===== src/rtl/fp_issue_scheduler_if.sv =====
// Issue and writeback handshake between decode, the FP issue scheduler and the
// register-file writeback arbiter.
interface fp_issue_scheduler_if;
  logic       issue_valid;
  logic       issue_kill;
  logic [1:0] issue_class;
  logic [4:0] issue_src1;
  logic       issue_src1_fp;
  logic [4:0] issue_src2;
  logic       issue_src2_fp;
  logic [4:0] issue_dst;
  logic       issue_dst_fp;
  logic       stall;
  logic       wb_valid;
  logic [4:0] wb_dst;
  logic       wb_dst_fp;
  logic       wb_ack;

  modport master (
    output issue_valid, issue_kill, issue_class, issue_src1, issue_src1_fp,
           issue_src2, issue_src2_fp, issue_dst, issue_dst_fp, wb_ack,
    input  stall, wb_valid, wb_dst, wb_dst_fp
  );

  modport slave (
    input  issue_valid, issue_kill, issue_class, issue_src1, issue_src1_fp,
           issue_src2, issue_src2_fp, issue_dst, issue_dst_fp, wb_ack,
    output stall, wb_valid, wb_dst, wb_dst_fp
  );
endinterface


===== src/rtl/fp_issue_scheduler.sv =====
// Issue control for the shared, non-pipelined multi-cycle FP unit: hazard
// stalls against a 32-entry destination scoreboard and a held writeback result.
module fp_issue_scheduler #(
  parameter int ADD_LAT = 4,
  parameter int MUL_LAT = 6,
  parameter int DIV_LAT = 16,
  parameter int CVT_LAT = 2,
  parameter int CNT_W   = 5
) (
  input  logic                clk,
  input  logic                reset,
  fp_issue_scheduler_if.slave bus,
  output logic                fpu_start,
  output logic [1:0]          fpu_class,
  output logic                busy,
  output logic [31:0]         scoreboard
);

  typedef enum logic [1:0] {IDLE, EXEC, WB} state_t;

  state_t           state;
  logic [CNT_W-1:0] counter;
  logic [CNT_W-1:0] issue_lat;
  logic             unit_free;
  logic             hazard;
  logic             accept;
  logic             wb_release;
  logic [31:0]      sb_next;

  always_comb begin
    // NOTE: every always_comb output gets a default first so no latch is inferred.
    issue_lat = CNT_W'(ADD_LAT);
    case (bus.issue_class)
      2'd1:    issue_lat = CNT_W'(MUL_LAT);
      2'd2:    issue_lat = CNT_W'(DIV_LAT);
      2'd3:    issue_lat = CNT_W'(CVT_LAT);
      default: issue_lat = CNT_W'(ADD_LAT);
    endcase
  end

  assign wb_release = (state == WB) && bus.wb_ack;
  assign unit_free  = (state == IDLE) || wb_release;

  // Registered scoreboard only: a result retiring this cycle still stalls.
  assign hazard = (bus.issue_src1_fp & scoreboard[bus.issue_src1])
                | (bus.issue_src2_fp & scoreboard[bus.issue_src2])
                | (bus.issue_dst_fp  & scoreboard[bus.issue_dst]);

  assign accept    = bus.issue_valid & ~bus.issue_kill & unit_free & ~hazard;
  assign bus.stall = bus.issue_valid & ~bus.issue_kill & ~accept;

  always_comb begin
    sb_next = scoreboard;
    if (wb_release && bus.wb_dst_fp) sb_next[bus.wb_dst] = 1'b0;
    // Set after clear so a same-bit collision leaves the bit set.
    if (accept && bus.issue_dst_fp) sb_next[bus.issue_dst] = 1'b1;
  end

  always_ff @(posedge clk) begin
    if (reset) begin
      state         <= IDLE;
      counter       <= '0;
      fpu_start     <= 1'b0;
      fpu_class     <= 2'd0;
      busy          <= 1'b0;
      scoreboard    <= '0;
      bus.wb_valid  <= 1'b0;
      bus.wb_dst    <= 5'd0;
      bus.wb_dst_fp <= 1'b0;
    end else begin
      // NOTE: sequential state uses non-blocking assignments so every register
      // samples pre-edge values regardless of statement order.
      fpu_start  <= accept;
      scoreboard <= sb_next;

      if (accept) begin
        fpu_class     <= bus.issue_class;
        bus.wb_dst    <= bus.issue_dst;
        bus.wb_dst_fp <= bus.issue_dst_fp;
        counter       <= issue_lat;
      end

      case (state)
        IDLE: begin
          if (accept) begin
            state <= EXEC;
            busy  <= 1'b1;
          end
        end
        EXEC: begin
          counter <= counter - 1'b1;
          if (counter == CNT_W'(1)) begin
            state        <= WB;
            bus.wb_valid <= 1'b1;
          end
        end
        WB: begin
          if (bus.wb_ack) begin
            bus.wb_valid <= 1'b0;
            if (accept) begin
              state <= EXEC;
            end else begin
              state <= IDLE;
              busy  <= 1'b0;
            end
          end
        end
        default: begin
          state <= IDLE;
          busy  <= 1'b0;
        end
      endcase
    end
  end

endmodule


===== src/flat_wrapper.sv =====
// flat-port wrapper written by rule: the top's interface ports become plain ports
module fp_issue_scheduler_flat 
#(
  parameter int ADD_LAT = 4,
  parameter int MUL_LAT = 6,
  parameter int DIV_LAT = 16,
  parameter int CVT_LAT = 2,
  parameter int CNT_W   = 5
)
  (clk, reset, fpu_start, fpu_class, busy, scoreboard, bus_issue_valid, bus_issue_kill, bus_issue_class, bus_issue_src1, bus_issue_src1_fp, bus_issue_src2, bus_issue_src2_fp, bus_issue_dst, bus_issue_dst_fp, bus_wb_ack, bus_stall, bus_wb_valid, bus_wb_dst, bus_wb_dst_fp);
  fp_issue_scheduler_if bus_i ();
  input  logic clk;
  input  logic reset;
  output logic fpu_start;
  output logic [1:0] fpu_class;
  output logic busy;
  output logic [31:0] scoreboard;
  input wire logic [$bits(bus_i.issue_valid)-1:0] bus_issue_valid;
  input wire logic [$bits(bus_i.issue_kill)-1:0] bus_issue_kill;
  input wire logic [$bits(bus_i.issue_class)-1:0] bus_issue_class;
  input wire logic [$bits(bus_i.issue_src1)-1:0] bus_issue_src1;
  input wire logic [$bits(bus_i.issue_src1_fp)-1:0] bus_issue_src1_fp;
  input wire logic [$bits(bus_i.issue_src2)-1:0] bus_issue_src2;
  input wire logic [$bits(bus_i.issue_src2_fp)-1:0] bus_issue_src2_fp;
  input wire logic [$bits(bus_i.issue_dst)-1:0] bus_issue_dst;
  input wire logic [$bits(bus_i.issue_dst_fp)-1:0] bus_issue_dst_fp;
  input wire logic [$bits(bus_i.wb_ack)-1:0] bus_wb_ack;
  output wire logic [$bits(bus_i.stall)-1:0] bus_stall;
  output wire logic [$bits(bus_i.wb_valid)-1:0] bus_wb_valid;
  output wire logic [$bits(bus_i.wb_dst)-1:0] bus_wb_dst;
  output wire logic [$bits(bus_i.wb_dst_fp)-1:0] bus_wb_dst_fp;
  assign bus_i.issue_valid = bus_issue_valid;
  assign bus_i.issue_kill = bus_issue_kill;
  assign bus_i.issue_class = bus_issue_class;
  assign bus_i.issue_src1 = bus_issue_src1;
  assign bus_i.issue_src1_fp = bus_issue_src1_fp;
  assign bus_i.issue_src2 = bus_issue_src2;
  assign bus_i.issue_src2_fp = bus_issue_src2_fp;
  assign bus_i.issue_dst = bus_issue_dst;
  assign bus_i.issue_dst_fp = bus_issue_dst_fp;
  assign bus_i.wb_ack = bus_wb_ack;
  assign bus_stall = bus_i.stall;
  assign bus_wb_valid = bus_i.wb_valid;
  assign bus_wb_dst = bus_i.wb_dst;
  assign bus_wb_dst_fp = bus_i.wb_dst_fp;
  fp_issue_scheduler #(.ADD_LAT(ADD_LAT), .MUL_LAT(MUL_LAT), .DIV_LAT(DIV_LAT), .CVT_LAT(CVT_LAT), .CNT_W(CNT_W)) u_core (.clk(clk), .reset(reset), .bus(bus_i), .fpu_start(fpu_start), .fpu_class(fpu_class), .busy(busy), .scoreboard(scoreboard));
endmodule

===== config.mk =====
export PLATFORM = sky130hd
export DESIGN_NAME = fp_issue_scheduler_flat
export DESIGN_NICKNAME = d
export VERILOG_FILES = /design/src/rtl/fp_issue_scheduler_if.sv /design/src/rtl/fp_issue_scheduler.sv /design/src/flat_wrapper.sv
export SDC_FILE = /design/constraint.sdc
export NUM_CORES = 1
export LEC_CHECK = 0
export ABC_AREA = 1
export ABC_CLOCK_PERIOD_IN_PS = 2850
export BUFFER_PORTS_ARGS = -buffer_cell sky130_fd_sc_hd__buf_2
export CAP_MARGIN = 20
export CORE_AREA = 4 4 85 95
export DETAILED_ROUTE_END_ITERATION = 7
export DIE_AREA = 0 0 89 99
export PLACE_DENSITY = 0.79
export SETUP_SLACK_MARGIN = 0.5
export SYNTH_ARGS = -nofsm -noshare
export SYNTH_HDL_FRONTEND = slang
export SYNTH_SLANG_ARGS = --single-unit

===== constraint.sdc =====
create_clock -name clk -period 2.85 [get_ports clk]
set_clock_uncertainty 0.15 [all_clocks]
set_input_delay 0.57 -clock clk [delete_from_list [all_inputs] [get_ports clk]]
set_output_delay 0.57 -clock clk [all_outputs]
set_load 0.05 [all_outputs]

[Word level (Yosys, flattened, before mapping)]
Cells that the tools add are included.
W data, S select, Z words.
Cells by class
  add/subtract/negate cells: 1
  magnitude comparators: 6
  equal/unequal tests: 10
  multiplexer cells: 27
  bitwise logic cells: 16
  reductions and logical operators: 12
Operator list (count)
  $mux W32: 2
  $and A32 B32 Y32: 1
  $not A32 Y32: 1
  $or A32 B32 Y32: 1
  $lt A5 B6 Y1 const B: 4
  $bmux W1 S5: 3
  $pmux W5 S3: 1
  $mux W1: 11
  $demux W1 S5: 2
  $ge A5 B1 Y1 const B: 2
  $mux W5: 2
  $and A1 B1 Y1: 7
  $eq A2 B2 Y1 const B: 3
  $mux W2: 3
  $pmux W2 S3: 1
  $reduce_and A3 Y1: 2
  $eq A5 B1 Y1 const B: 1
  $logic_and A1 B1 Y1: 5
  $sub A5 B1 Y5 const B: 1
  $eq A2 B1 Y1 const B: 2
  $ne A2 B1 Y1 const B: 2
  $ne A2 B2 Y1 const B: 2
  $not A1 Y1: 4
  $reduce_and A4 Y1: 1
  6 further kinds: 8
Storage, ports and cells
  register bits after elaboration: 50
  input bits: 25
  output and inout port bits: 44
  logic and storage cells: 81

[Longest topological paths before layout]
  depth after elaboration: 10
  mapped depth: 17
  mapped depth without buffers: 15

[Least setup slack after synthesis]
Ideal clock, no wire load.
  path type: input -> output
  from: in bus_issue_src1[0]
  to: out bus_stall
  data arrival time: 2.149 ns
  required time: 2.130 ns
  setup slack: -0.019 ns
  stages on the path: 14
  buffers on the path: 3
  cell sequence: buf_2 -> inv_1 -> buf_4 -> nand2_1 -> nand3_1 -> nand3_1 -> nand2_1 -> nand2_1 -> nand3b_1 -> nand3_1 -> nand3_2 -> buf_2 -> nand3_1 -> inv_1
Between the ends
  cells in the longest elaborated chain, start to end: 9
Ends and longest elaborated chain
  start, declared: RTL line flat_wrapper.sv:21  | input wire logic [$bits(bus_i.issue_src1)-1:0] bus_issue_src1;
  $bmux W1 S5: RTL line fp_issue_scheduler.sv:45  | assign hazard = (bus.issue_src1_fp & scoreboard[bus.issue_src1])
  $mux W1 (not written as such): RTL line fp_issue_scheduler.sv:45
  $and A1 B1 Y1: RTL line fp_issue_scheduler.sv:45
  $or A1 B1 Y1: RTL line fp_issue_scheduler.sv:46  | | (bus.issue_src2_fp & scoreboard[bus.issue_src2])
  $or A1 B1 Y1: RTL line fp_issue_scheduler.sv:47  | | (bus.issue_dst_fp & scoreboard[bus.issue_dst]);
  $not A1 Y1: RTL line fp_issue_scheduler.sv:49  | assign accept = bus.issue_valid & ~bus.issue_kill & unit_free & ~hazard;
  $and A1 B1 Y1: RTL line fp_issue_scheduler.sv:49
  $not A1 Y1: RTL line fp_issue_scheduler.sv:50  | assign bus.stall = bus.issue_valid & ~bus.issue_kill & ~accept;
  $and A1 B1 Y1: RTL line fp_issue_scheduler.sv:50
  end, declared: RTL line flat_wrapper.sv:28  | output wire logic [$bits(bus_i.stall)-1:0] bus_stall;
Every way passes these cells. The select of a mux whose other input is x is not followed.

[Worst setup path in the final report]
  from: in bus_issue_dst[0]
  to: out bus_stall
Between the ends
  cells in the longest elaborated chain, start to end: 8
Ends and longest elaborated chain
  start, declared: RTL line flat_wrapper.sv:25  | input wire logic [$bits(bus_i.issue_dst)-1:0] bus_issue_dst;
  $bmux W1 S5: RTL line fp_issue_scheduler.sv:47
  $mux W1 (not written as such): RTL line fp_issue_scheduler.sv:47
  $and A1 B1 Y1: RTL line fp_issue_scheduler.sv:47
  $or A1 B1 Y1: RTL line fp_issue_scheduler.sv:47
  $not A1 Y1: RTL line fp_issue_scheduler.sv:49
  $and A1 B1 Y1: RTL line fp_issue_scheduler.sv:49
  $not A1 Y1: RTL line fp_issue_scheduler.sv:50
  $and A1 B1 Y1: RTL line fp_issue_scheduler.sv:50
Every way passes these cells. The select of a mux whose other input is x is not followed.

==> metrics.yaml <==
yosysTopAreaCell: "dfxtp_1"
cp_top_family: "simple AND/OR/NAND/NOR gates"
grt_max_degree: 25
rr_endpoint: "u_core.scoreboard[9]"
yosys_register_bits: 50
relSlewSlack_pct: 52.29
vias_per_cell: 5.717
cts_tree: "built"
synth_top_family_by_area: "simple AND/OR/NAND/NOR gates"
final_cells: 685
min_path_cells: 2
max-clock-path-buffers: 2
clk_latency_ns: 0.31
vias: 3916
grt_pass1_vias: 3608
antenna_found_initial: 0
hold_viol: 0
worstSetupPathType: "in2out"
ys.flop_type: "dfxtp_1"
ys_seq_area_share_pct: 31.86
cts_buffers: 5
rsz0062_at_grt: "yes"
synth.distinct_cells: 24
synthCells: 527
worstPathCellList: "buf_12 > buf_12 > nand2_1 > nand2_1 > nand2_1 > nand2_1 > nand2_1 > nand2_1 > nor2_1 > nand2_1 > a21oi_2 > nand3_4 > nand3_4 > clkinvlp_4 > buf_8"
synth_fa_ha_area_share_pct: 0.7965
muxShareOfSynthArea_pct: 0
synth-xor-area-share_pct: 0
fp.dieArea_um2: 8811
portBuffers: 68
power_leakage_nw: 1.762
crit_buf_inv: 4
ant_nets: 0
drc_errors: 0
holdPathEnd: "u_core.fpu_class[0]"
dp_cells: 673
worstRegToRegCells: 15
clk_pin_slew_ns: 0.09
path_max_fanout: 5
crit_path_frequent_cell: "nand2_1"
overflow: 0
ioPinCount: 69
hp-class: "reg2reg"
synth_common_cells: "nand2_1, nand3_1, a21oi_1, dfxtp_1, o21ai_0"
drive_gt1_share_pct: 18.33
grt_pass1_wl_mm: 17.46
syn_area_per_cell_um2: 5.962
period_needed_ns: 2.695
cpMaxStageDelayCell: "a21oi_2"
wl_mm: 10.94
fin_util_pct: 55.70
final_net_count: 626
synth_edf_count: 0
syn_to_final_growth_pct: 24.21
arrival_ns: 1.98
clock_sinks: 50
synth_top_area_share_pct: 31.86
worst-r2r-setup-slack_ns: 0.47
synth.cell_area_um2: 3142
wl_per_cell_um: 15.96
power_density_nw_per_um2: 401.0
vdd_drop_max_uv: 352.3
initial_utilization_pct: 44.84
worst_slew_pin_slew_ns: 0.7130
row_count: 32
core_area_um2: 7007
syn-num-nets: 554
setup_violations: 0
min_from: "u_core.fpu_class[0]"
timing.rr.start: "u_core.scoreboard[15]"
async_flop_share_pct: 0
yosys.area_share.simple_pct: 43.25
fp.dieH_um: 99
synth_area_leaders: "dfxtp_1, nand2_1, nand3_1, a21oi_1, o21ai_0"
antenna_cells: 0
cts_htree_levels: 2
yosys_warnings: 0
endpoint_kind: "output port"
status: "finished, final reports clean"
die_w_um: 89
drt_iter0_drc: 427
max_stage_delay_ns: 0.20
synth.most_common_cell: "nand2_1"
gr-usage-all-layers_pct: 24.77
min_period_over_period_pct: 94.57
critPathRequiredTime_ns: 2.13
dpl.hpwl_mm: 7.892
fmax_mhz: 371.0
maxCapViolCount: 0
cts_root_buf: "clkbuf_8"
finalMaxSlewViolations: 0
gp_congestion: 0.9687
startpoint_type: "input pin"
synth_compound_area_share_pct: 15.49
dr.pass1.iters: 5
## flip-flops by register name, summed over array words and instances, names as in the netlist
name,cells
u_core.bus.wb_valid,1
u_core.scoreboard,32
u_core.fpu_start,1
u_core.bus.wb_dst,5
u_core.state,2
u_core.fpu_class,2
u_core.bus.wb_dst_fp,1
u_core.busy,1
u_core.counter,5
## metrics by stage
stage	TNS (ns)	hold slack [ns]	area, µm²	power [mW]	worst slack [ns]
3_3_place_gp	0	0.2970	3657	1.050	0.04633
5_1_grt	-0.01585	0.3445	3902	1.624	-0.01585
3_5_place_dp	0	0.3077	3657	1.056	0.02969
4_1_cts	0	0.3217	3899	1.568	0.1612
2_1_floorplan	0	0.2892	3252	0.9678	0.2446
6_report	0	0.3179	3902	1.565	0.1548
## worst min-delay path: cells and delay by family (launching register included)
family / cells / cell delay, ns
AO/OA/AOI/OAI: 1 / 0.05
flip-flops: 1 / 0.32
AND/OR/NAND/NOR: 1 / 0.06
## metal layers
metal  up-vias  routed length, µm  global-route usage, %
met3        37               1024                  4.097
met2       221               4993                  40.40
li1       1894                  -                      -
met4         0                441                  10.65
met1      1764               4476                  31.79
met5         -                  0                      0
## area by class of cell
cell class	count	area [µm²]
multi-input combinational	416	1913
fill	708	3104
timing repair buffer	87	603.1
sequential	50	1001
clock inverter	2	37.54
inverter	39	168.9
clock buffer	6	72.57
tap	85	106.4
## what timing repair did
action,4_1_cts,5_1_grt
cloned,3,0
hold buffers,0,0
setup buffers,1,0
pin swaps,9,0
setup endpoints to repair,33,37
gates resized for setup,14,1
## placed cells by master, fill, tap and decap left out, drive strengths merged
cell type,n
nand2,187
nand3,97
buf,86
dfxtp,50
a21oi,50
o21ai,41
inv,37
nor2,21
nor3,8
clkbuf,6
nand4,3
nand3b,2
clkinvlp,2
ha,2
clkinv,1
o2111ai,1
a31o,1
or2,1
a211oi,1
a31oi,1
bufinv,1
bufbuf,1
## worst max path at each step
stage,startpoint,to,slack (ns),cells after the start
after floorplan,bus_issue_dst[0],bus_stall,0.24,15
after global placement,bus_issue_dst[0],bus_stall,0.05,15
after detailed placement,bus_issue_dst[0],bus_stall,0.03,15
after CTS,bus_issue_dst[0],bus_stall,0.16,15
after global routing,bus_issue_dst[0],bus_stall,-0.02,15
final,bus_issue_dst[0],bus_stall,0.15,15
## cell families after synthesis
family	after synthesis
AND/OR/NAND/NOR	319
flip-flops	50
AO/OA/AOI/OAI	95
buffers and inverters	61
adder cells (fa/ha/maj)	2
## where the power goes
group          internal, mW  total [mW]  switching, mW
registers             0.718       0.735         0.0174
clock network         0.262       0.497          0.235
logic                 0.107       0.333          0.226
total                  1.09        1.56          0.479
Power figures use the tool's default switching activity.
